### config.mk
export PLATFORM = sky130hd
export DESIGN_NAME = cmd_decoder_fsm_flat
export DESIGN_NICKNAME = d
export VERILOG_FILES = /design/src/rtl/cmd_decoder_fsm_if.sv /design/src/rtl/cmd_decoder_fsm.sv /design/src/flat_wrapper.sv
export SDC_FILE = /design/constraint.sdc
export NUM_CORES = 1
export LEC_CHECK = 0
export CORE_AREA = 3 3 141 143
export CTS_CLUSTER_DIAMETER = 200
export DETAILED_ROUTE_END_ITERATION = 10
export DIE_AREA = 0 0 144 146
export PLACE_DENSITY = 0.72
export SYNTH_ARGS = -nofsm -noshare
export SYNTH_HDL_FRONTEND = slang
export SYNTH_SLANG_ARGS = --single-unit
### constraint.sdc
create_clock -name clk -period 3.7 [get_ports clk]
set_input_delay 0.74 -clock clk [delete_from_list [all_inputs] [get_ports clk]]
set_output_delay 0.74 -clock clk [all_outputs]
set_load 0.005 [all_outputs]
### src/rtl/cmd_decoder_fsm_if.sv
// Command/dispatch bundle between the scenario reader, cmd_decoder_fsm and the
// SET/WAIT/CHECK blocks. Each argument is ARG_W bits of right-aligned ASCII.
interface cmd_decoder_fsm_if #(
  parameter int ARGS_NB   = 5,
  parameter int ARG_W     = 64,
  parameter int TO_WIDTH  = 16,
  parameter int CNT_WIDTH = 16
);
  logic [ARGS_NB-1:0][ARG_W-1:0] i_args;
  logic                          i_args_valid;
  logic [TO_WIDTH-1:0]           i_timeout;
  logic                          o_busy;
  logic                          o_sel_set;
  logic                          i_set_done;
  logic                          o_sel_wait;
  logic                          o_wait_edge;
  logic                          i_wait_done;
  logic                          o_sel_check;
  logic                          i_check_done;
  logic                          i_check_ok;
  logic                          o_ack;
  logic                          o_err;
  logic [1:0]                    o_err_code;
  logic [CNT_WIDTH-1:0]          o_cmd_cnt;

  modport slave (
    input  i_args, i_args_valid, i_timeout, i_set_done, i_wait_done,
           i_check_done, i_check_ok,
    output o_busy, o_sel_set, o_sel_wait, o_wait_edge, o_sel_check,
           o_ack, o_err, o_err_code, o_cmd_cnt
  );

  modport master (
    output i_args, i_args_valid, i_timeout, i_set_done, i_wait_done,
           i_check_done, i_check_ok,
    input  o_busy, o_sel_set, o_sel_wait, o_wait_edge, o_sel_check,
           o_ack, o_err, o_err_code, o_cmd_cnt
  );
endinterface

### src/rtl/cmd_decoder_fsm.sv
// Scenario command decoder: dispatches SET/WTR/WTF/CHK, tracks wait timeout, acks.
// Define CMD_DECODER_ERR_STICKY_EN to make o_err/o_err_code hold the first error.
module cmd_decoder_fsm #(
  parameter int ARGS_NB   = 5,
  parameter int ARG_W     = 64,
  parameter int TO_WIDTH  = 16,
  parameter int CNT_WIDTH = 16
) (
  input  logic              clk,
  input  logic              rst_n,
  cmd_decoder_fsm_if.slave  bus
);
  typedef enum logic [2:0] {
    S_IDLE, S_DECODE, S_SET, S_WAIT, S_CHECK, S_ACK, S_ERR
  } state_t;

  localparam logic [ARG_W-1:0] OP_SET = ARG_W'("SET");
  localparam logic [ARG_W-1:0] OP_WTR = ARG_W'("WTR");
  localparam logic [ARG_W-1:0] OP_WTF = ARG_W'("WTF");
  localparam logic [ARG_W-1:0] OP_CHK = ARG_W'("CHK");

  state_t              state, state_n;
  logic [ARG_W-1:0]    op_q;
  logic [TO_WIDTH-1:0] to_q;
  logic [TO_WIDTH-1:0] wait_cnt;
  logic [1:0]          code_n;
  logic                accept;

  // Only the opcode is decoded; the remaining arguments belong to the sub-blocks.
  logic unused_args;
  assign unused_args = ^bus.i_args[ARGS_NB-1:1];

  assign accept = (state == S_IDLE) && bus.i_args_valid;

  always_comb begin
    state_n = state;
    code_n  = 2'd0;
    unique case (state)
      S_IDLE:   if (bus.i_args_valid) state_n = S_DECODE;
      S_DECODE: begin
        if (op_q == OP_SET)                        state_n = S_SET;
        else if (op_q == OP_WTR || op_q == OP_WTF) state_n = S_WAIT;
        else if (op_q == OP_CHK)                   state_n = S_CHECK;
        else begin
          state_n = S_ERR;
          code_n  = 2'd1;
        end
      end
      S_SET:    if (bus.i_set_done) state_n = S_ACK;
      S_WAIT: begin
        // done has priority over a timeout landing in the same cycle
        if (bus.i_wait_done) state_n = S_ACK;
        else if (to_q != '0 && wait_cnt == to_q - TO_WIDTH'(1)) begin
          state_n = S_ERR;
          code_n  = 2'd2;
        end
      end
      S_CHECK: begin
        if (bus.i_check_done) begin
          if (bus.i_check_ok) state_n = S_ACK;
          else begin
            state_n = S_ERR;
            code_n  = 2'd3;
          end
        end
      end
      S_ACK, S_ERR: state_n = S_IDLE;
      default:      state_n = S_IDLE;
    endcase
  end

  // Outputs are registered from the next state so they track the state register.
  always_ff @(posedge clk) begin
    if (!rst_n) begin
      state           <= S_IDLE;
      op_q            <= '0;
      to_q            <= '0;
      wait_cnt        <= '0;
      bus.o_busy      <= 1'b0;
      bus.o_sel_set   <= 1'b0;
      bus.o_sel_wait  <= 1'b0;
      bus.o_wait_edge <= 1'b0;
      bus.o_sel_check <= 1'b0;
      bus.o_ack       <= 1'b0;
      bus.o_err       <= 1'b0;
      bus.o_err_code  <= 2'd0;
      bus.o_cmd_cnt   <= '0;
    end else begin
      state           <= state_n;
      bus.o_busy      <= (state_n != S_IDLE);
      bus.o_sel_set   <= (state_n == S_SET);
      bus.o_sel_wait  <= (state_n == S_WAIT);
      bus.o_wait_edge <= (state_n == S_WAIT) && (op_q == OP_WTF);
      bus.o_sel_check <= (state_n == S_CHECK);
      bus.o_ack       <= (state_n == S_ACK) || (state_n == S_ERR);

      if (accept) begin
        op_q <= bus.i_args[0];
        to_q <= bus.i_timeout;
      end

      wait_cnt <= (state == S_WAIT) ? wait_cnt + TO_WIDTH'(1) : '0;

      if (state_n == S_ACK || state_n == S_ERR)
        bus.o_cmd_cnt <= bus.o_cmd_cnt + CNT_WIDTH'(1);

`ifdef CMD_DECODER_ERR_STICKY_EN
      if (state_n == S_ERR && !bus.o_err) begin
        bus.o_err      <= 1'b1;
        bus.o_err_code <= code_n;
      end
`else
      bus.o_err <= (state_n == S_ERR);
      if (accept)
        bus.o_err_code <= 2'd0;
      else if (state_n == S_ERR)
        bus.o_err_code <= code_n;
`endif
    end
  end
endmodule

### src/flat_wrapper.sv
// flat-port wrapper written by rule: the top's interface ports become plain ports
module cmd_decoder_fsm_flat 
#(
  parameter int ARGS_NB   = 5,
  parameter int ARG_W     = 64,
  parameter int TO_WIDTH  = 16,
  parameter int CNT_WIDTH = 16
)
  (clk, rst_n, bus_i_args, bus_i_args_valid, bus_i_timeout, bus_i_set_done, bus_i_wait_done, bus_i_check_done, bus_i_check_ok, bus_o_busy, bus_o_sel_set, bus_o_sel_wait, bus_o_wait_edge, bus_o_sel_check, bus_o_ack, bus_o_err, bus_o_err_code, bus_o_cmd_cnt);
  cmd_decoder_fsm_if #(.ARGS_NB(ARGS_NB), .ARG_W(ARG_W), .TO_WIDTH(TO_WIDTH), .CNT_WIDTH(CNT_WIDTH)) bus_i ();
  input  logic clk;
  input  logic rst_n;
  input wire logic [$bits(bus_i.i_args)-1:0] bus_i_args;
  input wire logic [$bits(bus_i.i_args_valid)-1:0] bus_i_args_valid;
  input wire logic [$bits(bus_i.i_timeout)-1:0] bus_i_timeout;
  input wire logic [$bits(bus_i.i_set_done)-1:0] bus_i_set_done;
  input wire logic [$bits(bus_i.i_wait_done)-1:0] bus_i_wait_done;
  input wire logic [$bits(bus_i.i_check_done)-1:0] bus_i_check_done;
  input wire logic [$bits(bus_i.i_check_ok)-1:0] bus_i_check_ok;
  output wire logic [$bits(bus_i.o_busy)-1:0] bus_o_busy;
  output wire logic [$bits(bus_i.o_sel_set)-1:0] bus_o_sel_set;
  output wire logic [$bits(bus_i.o_sel_wait)-1:0] bus_o_sel_wait;
  output wire logic [$bits(bus_i.o_wait_edge)-1:0] bus_o_wait_edge;
  output wire logic [$bits(bus_i.o_sel_check)-1:0] bus_o_sel_check;
  output wire logic [$bits(bus_i.o_ack)-1:0] bus_o_ack;
  output wire logic [$bits(bus_i.o_err)-1:0] bus_o_err;
  output wire logic [$bits(bus_i.o_err_code)-1:0] bus_o_err_code;
  output wire logic [$bits(bus_i.o_cmd_cnt)-1:0] bus_o_cmd_cnt;
  assign bus_i.i_args = bus_i_args;
  assign bus_i.i_args_valid = bus_i_args_valid;
  assign bus_i.i_timeout = bus_i_timeout;
  assign bus_i.i_set_done = bus_i_set_done;
  assign bus_i.i_wait_done = bus_i_wait_done;
  assign bus_i.i_check_done = bus_i_check_done;
  assign bus_i.i_check_ok = bus_i_check_ok;
  assign bus_o_busy = bus_i.o_busy;
  assign bus_o_sel_set = bus_i.o_sel_set;
  assign bus_o_sel_wait = bus_i.o_sel_wait;
  assign bus_o_wait_edge = bus_i.o_wait_edge;
  assign bus_o_sel_check = bus_i.o_sel_check;
  assign bus_o_ack = bus_i.o_ack;
  assign bus_o_err = bus_i.o_err;
  assign bus_o_err_code = bus_i.o_err_code;
  assign bus_o_cmd_cnt = bus_i.o_cmd_cnt;
  cmd_decoder_fsm #(.ARGS_NB(ARGS_NB), .ARG_W(ARG_W), .TO_WIDTH(TO_WIDTH), .CNT_WIDTH(CNT_WIDTH)) u_core (.clk(clk), .rst_n(rst_n), .bus(bus_i));
endmodule
==> flow_metrics.env <==
export IMPL_drt_wirelength_per_cell_um=14.3
export IMPL_port_buffers=111
export IMPL_layout_commonest_cell="nand2_1"
export IMPL_fin_skew_ps=16.5
export IMPL_cts_inserted_buffers=17
export IMPL_nets=1178
export IMPL_rrSetupSlack_ps=360
export IMPL_finalWorstSetupSlack_ps=362
export IMPL_maxCapViolations=0
export IMPL_clk_pin_slew_ps=60
export IMPL_synth_seq_cells=124
export IMPL_syn_instance_count=733
export IMPL_drt_iter0_drc=262
export IMPL_grt_total_usage=0.146
export IMPL_hold_start="u_core.op_q[17]"
export IMPL_post_place_ws_ps=193
export IMPL_max_clock_freq_mhz=300
export IMPL_maxSlewHeadroom=0.512
export IMPL_area_growth_pct=32.9
export IMPL_path_cells="inv_1 -> ha_1 -> or3b_4 -> a2111oi_2 -> o21ai_2 -> a2111oi_4 -> o2111ai_2 -> or3_4 -> buf_4 -> a21oi_2 -> mux2i_1"
export IMPL_ff2ff_path_depth=11
export IMPL_drive_gt1_frac=0.0842
export IMPL_cts_root_buf="clkbuf_16"
export IMPL_dr_pass1_iters=5
export IMPL_hold_path_class="flip-flop to flip-flop"
export IMPL_postCtsHoldBufs=0
export IMPL_rows=50
export IMPL_routed_wl_um=15400
export IMPL_ys_warn_count=0
export IMPL_final_cell_mix="196 x nand2_1, 124 x dfxtp_1, 111 x clkdlybuf4s50_1"
export IMPL_final_cells=1078
export IMPL_htree_levels=4
export IMPL_die_y_um=146
export IMPL_ys_async_sr_fraction=0
export IMPL_globalRouteOverflowTotal=0
export IMPL_rsz0062_at_grt="no"
export IMPL_ir_worst_vdd_v=0.000304
export IMPL_synth_cell_types=62
export IMPL_cp_arrival_ps=3680
export IMPL_yosys_most_used_dff="dfxtp_1"
export IMPL_reg2reg_from="u_core.to_q[1]"
export IMPL_die_area_mm2=0.0210
export IMPL_tns_ps=0
export IMPL_grt_pass1_wl_um=25100
export IMPL_finalPower_uw=4190
export IMPL_cp_max_fo=10
export IMPL_gp_congestion=0.847
export IMPL_outcome="completed"
export IMPL_synth_top_area_cell="dfxtp_1"
export IMPL_slowest_delay_ps=520
export IMPL_synth_edff_count=0
export IMPL_synth_nets=1080
export IMPL_synth_area_mm2=0.00581
export IMPL_postRouteAntennaNets=0
export IMPL_cp_end_kind="flip-flop"
export IMPL_synth_top_area_share=0.428
export IMPL_io_pins=368
export IMPL_coreArea_mm2=0.0187
export IMPL_antenna_found_initial=0
export IMPL_whs_endpoint="u_core.op_q[17]"
export IMPL_worstPathRequired_ps=4040
export IMPL_die_w_um=144
export IMPL_ys_seq_area_frac=0.428
export IMPL_worstSetupStartpointType="flip-flop"
export IMPL_worst_slew_pin_slew_ps=730
export IMPL_p_per_area_mw_per_mm2=543
export IMPL_clkLatencyLatePin_ps=410
export IMPL_syn_area_per_cell_um2=7.92
export IMPL_timing_final_hold_violations=0
export IMPL_place_inst=1046
export IMPL_critPathSlowestCell="or3_4"
export IMPL_reg2reg_to="u_core.bus.o_cmd_cnt[10]"
export IMPL_min_period_over_period=0.902
export IMPL_whs_path_depth=2
export IMPL_slew_viol_final=0
export IMPL_vias=5330
export IMPL_grt_start_max_net_pins=63
export IMPL_grt_pass1_vias=5210
export IMPL_power_static_leakage_uw=0.00272
export IMPL_initial_core_util=0.310
export IMPL_cts_tree="yes"
export IMPL_via_per_inst=4.94
export IMPL_period_needed_ps=3340
export IMPL_setup_viol=0
export IMPL_clockBufferDepth=2
export IMPL_synthTopCellsByArea="dfxtp_1 43%, nand2_1 13%, a21oi_1 7.8%, nor2_1 2.7%, mux2i_1 2.6%"
export IMPL_path_class="flip-flop to flip-flop"
export IMPL_dp_hpwl_um=11100
export IMPL_drc=0
export IMPL_cts_sinks=124
report_power, final:
group	internal (uW)	leakage, uW	switching, uW	total [uW]
registers	1480	0.00101	126	1600
clock network	991	0.000265	619	1610
logic	440	0.00144	538	978
total	2910	0.00272	1280	4190
state kept, by name, indices dropped and copies added (netlist names):
name and count:
u_core.bus.o_ack 1, u_core.bus.o_busy 1, u_core.bus.o_cmd_cnt 16, u_core.bus.o_err 1, u_core.bus.o_err_code 2, u_core.bus.o_sel_check 1
u_core.bus.o_sel_set 1, u_core.bus.o_sel_wait 1, u_core.bus.o_wait_edge 1, u_core.op_q 64, u_core.state 3, u_core.to_q 16
u_core.wait_cnt 16
metal layers:
metal	wire (um)	track usage	vias up	part of all wire
met5	0	0	-	0
met4	191	0.0438	0	0.012
met3	1150	0.0555	16	0.075
met2	6970	0.229	137	0.45
met1	7050	0.184	2460	0.46
li1	-	-	2717	-
timing repair:
action                                  CTS  global route
setup buffers                             0             0
gates resized for setup                   0             2
endpoints found under the setup margin    0             4
layout make-up:
type / count / area (um2)
fill: 1823 / 11000
multi-input combinational: 555 / 3110
sequential: 124 / 2480
timing repair buffer: 122 / 1220
clock buffer: 18 / 429
tap: 234 / 293
clock inverter: 13 / 143
inverter: 11 / 41.3
antenna: 1 / 2.50
worst max-delay path by stage:
| stage | startpoint | end | cells after the start |
|---|---|---|---|
| detailed placement | u_core.to_q[1] | u_core.bus.o_cmd_cnt[10] | 11 |
| CTS | u_core.to_q[1] | u_core.bus.o_cmd_cnt[10] | 11 |
| global route | u_core.to_q[1] | u_core.bus.o_cmd_cnt[5] | 10 |
| finish | u_core.to_q[1] | u_core.bus.o_cmd_cnt[10] | 11 |
| global placement | u_core.to_q[1] | u_core.bus.o_cmd_cnt[5] | 10 |
| floorplan | u_core.to_q[0] | u_core.bus.o_cmd_cnt[5] | 12 |
worst max-delay path: cells and delay by family (launching register included):
kind,cells,cell delay (ps)
compound gates,5,1240
simple gates,2,950
flops,1,360
buf+inv,2,270
fa+ha+maj,1,230
mux,1,200
logic make-up after synthesis:
kind of cell / synth area share
AOI/OAI and AO/OA: 0.154
adders and majority gates: 0.00862
xor gates and xnor gates: 0.0483
muxes: 0.0259
and+or+nand+nor: 0.296
DFF: 0.428
buffers and inverters: 0.0397
synth_stat cells, types with 2 or more instances:
cell type,count
nand2_1,197
dfxtp_1,124
a21oi_1,90
nor2_1,42
clkbuf_1,35
nand3_1,19
nor4_1,19
nand2b_1,16
xnor2_1,16
xor2_1,16
mux2i_1,15
nor3_1,14
and3_1,11
inv_1,10
o21ai_0,9
a21oi_2,7
nand4_1,7
nor3b_1,6
a211oi_1,4
buf_2,4
ha_1,4
nand4b_1,4
nor2b_1,4
or3_1,4
a221oi_1,3
and2_1,3
buf_6,3
nor4bb_1,3
o21a_1,3
a2111oi_4,2
a21boi_0,2
a31o_2,2
a31oi_1,2
and4_1,2
nor4b_1,2
or2_2,2
or4_4,2
through the flow:
stage | utilization | hold slack, ps | cell area, um2
after floorplan | - | 431 | 5810
after global placement | 0.381 | 439 | 7130
after detailed placement | 0.381 | 444 | 7130
after CTS | 0.412 | 452 | 7700
after global routing | 0.412 | 472 | 7710
final | 0.413 | 452 | 7720
(Power assumes the default switching activity.)
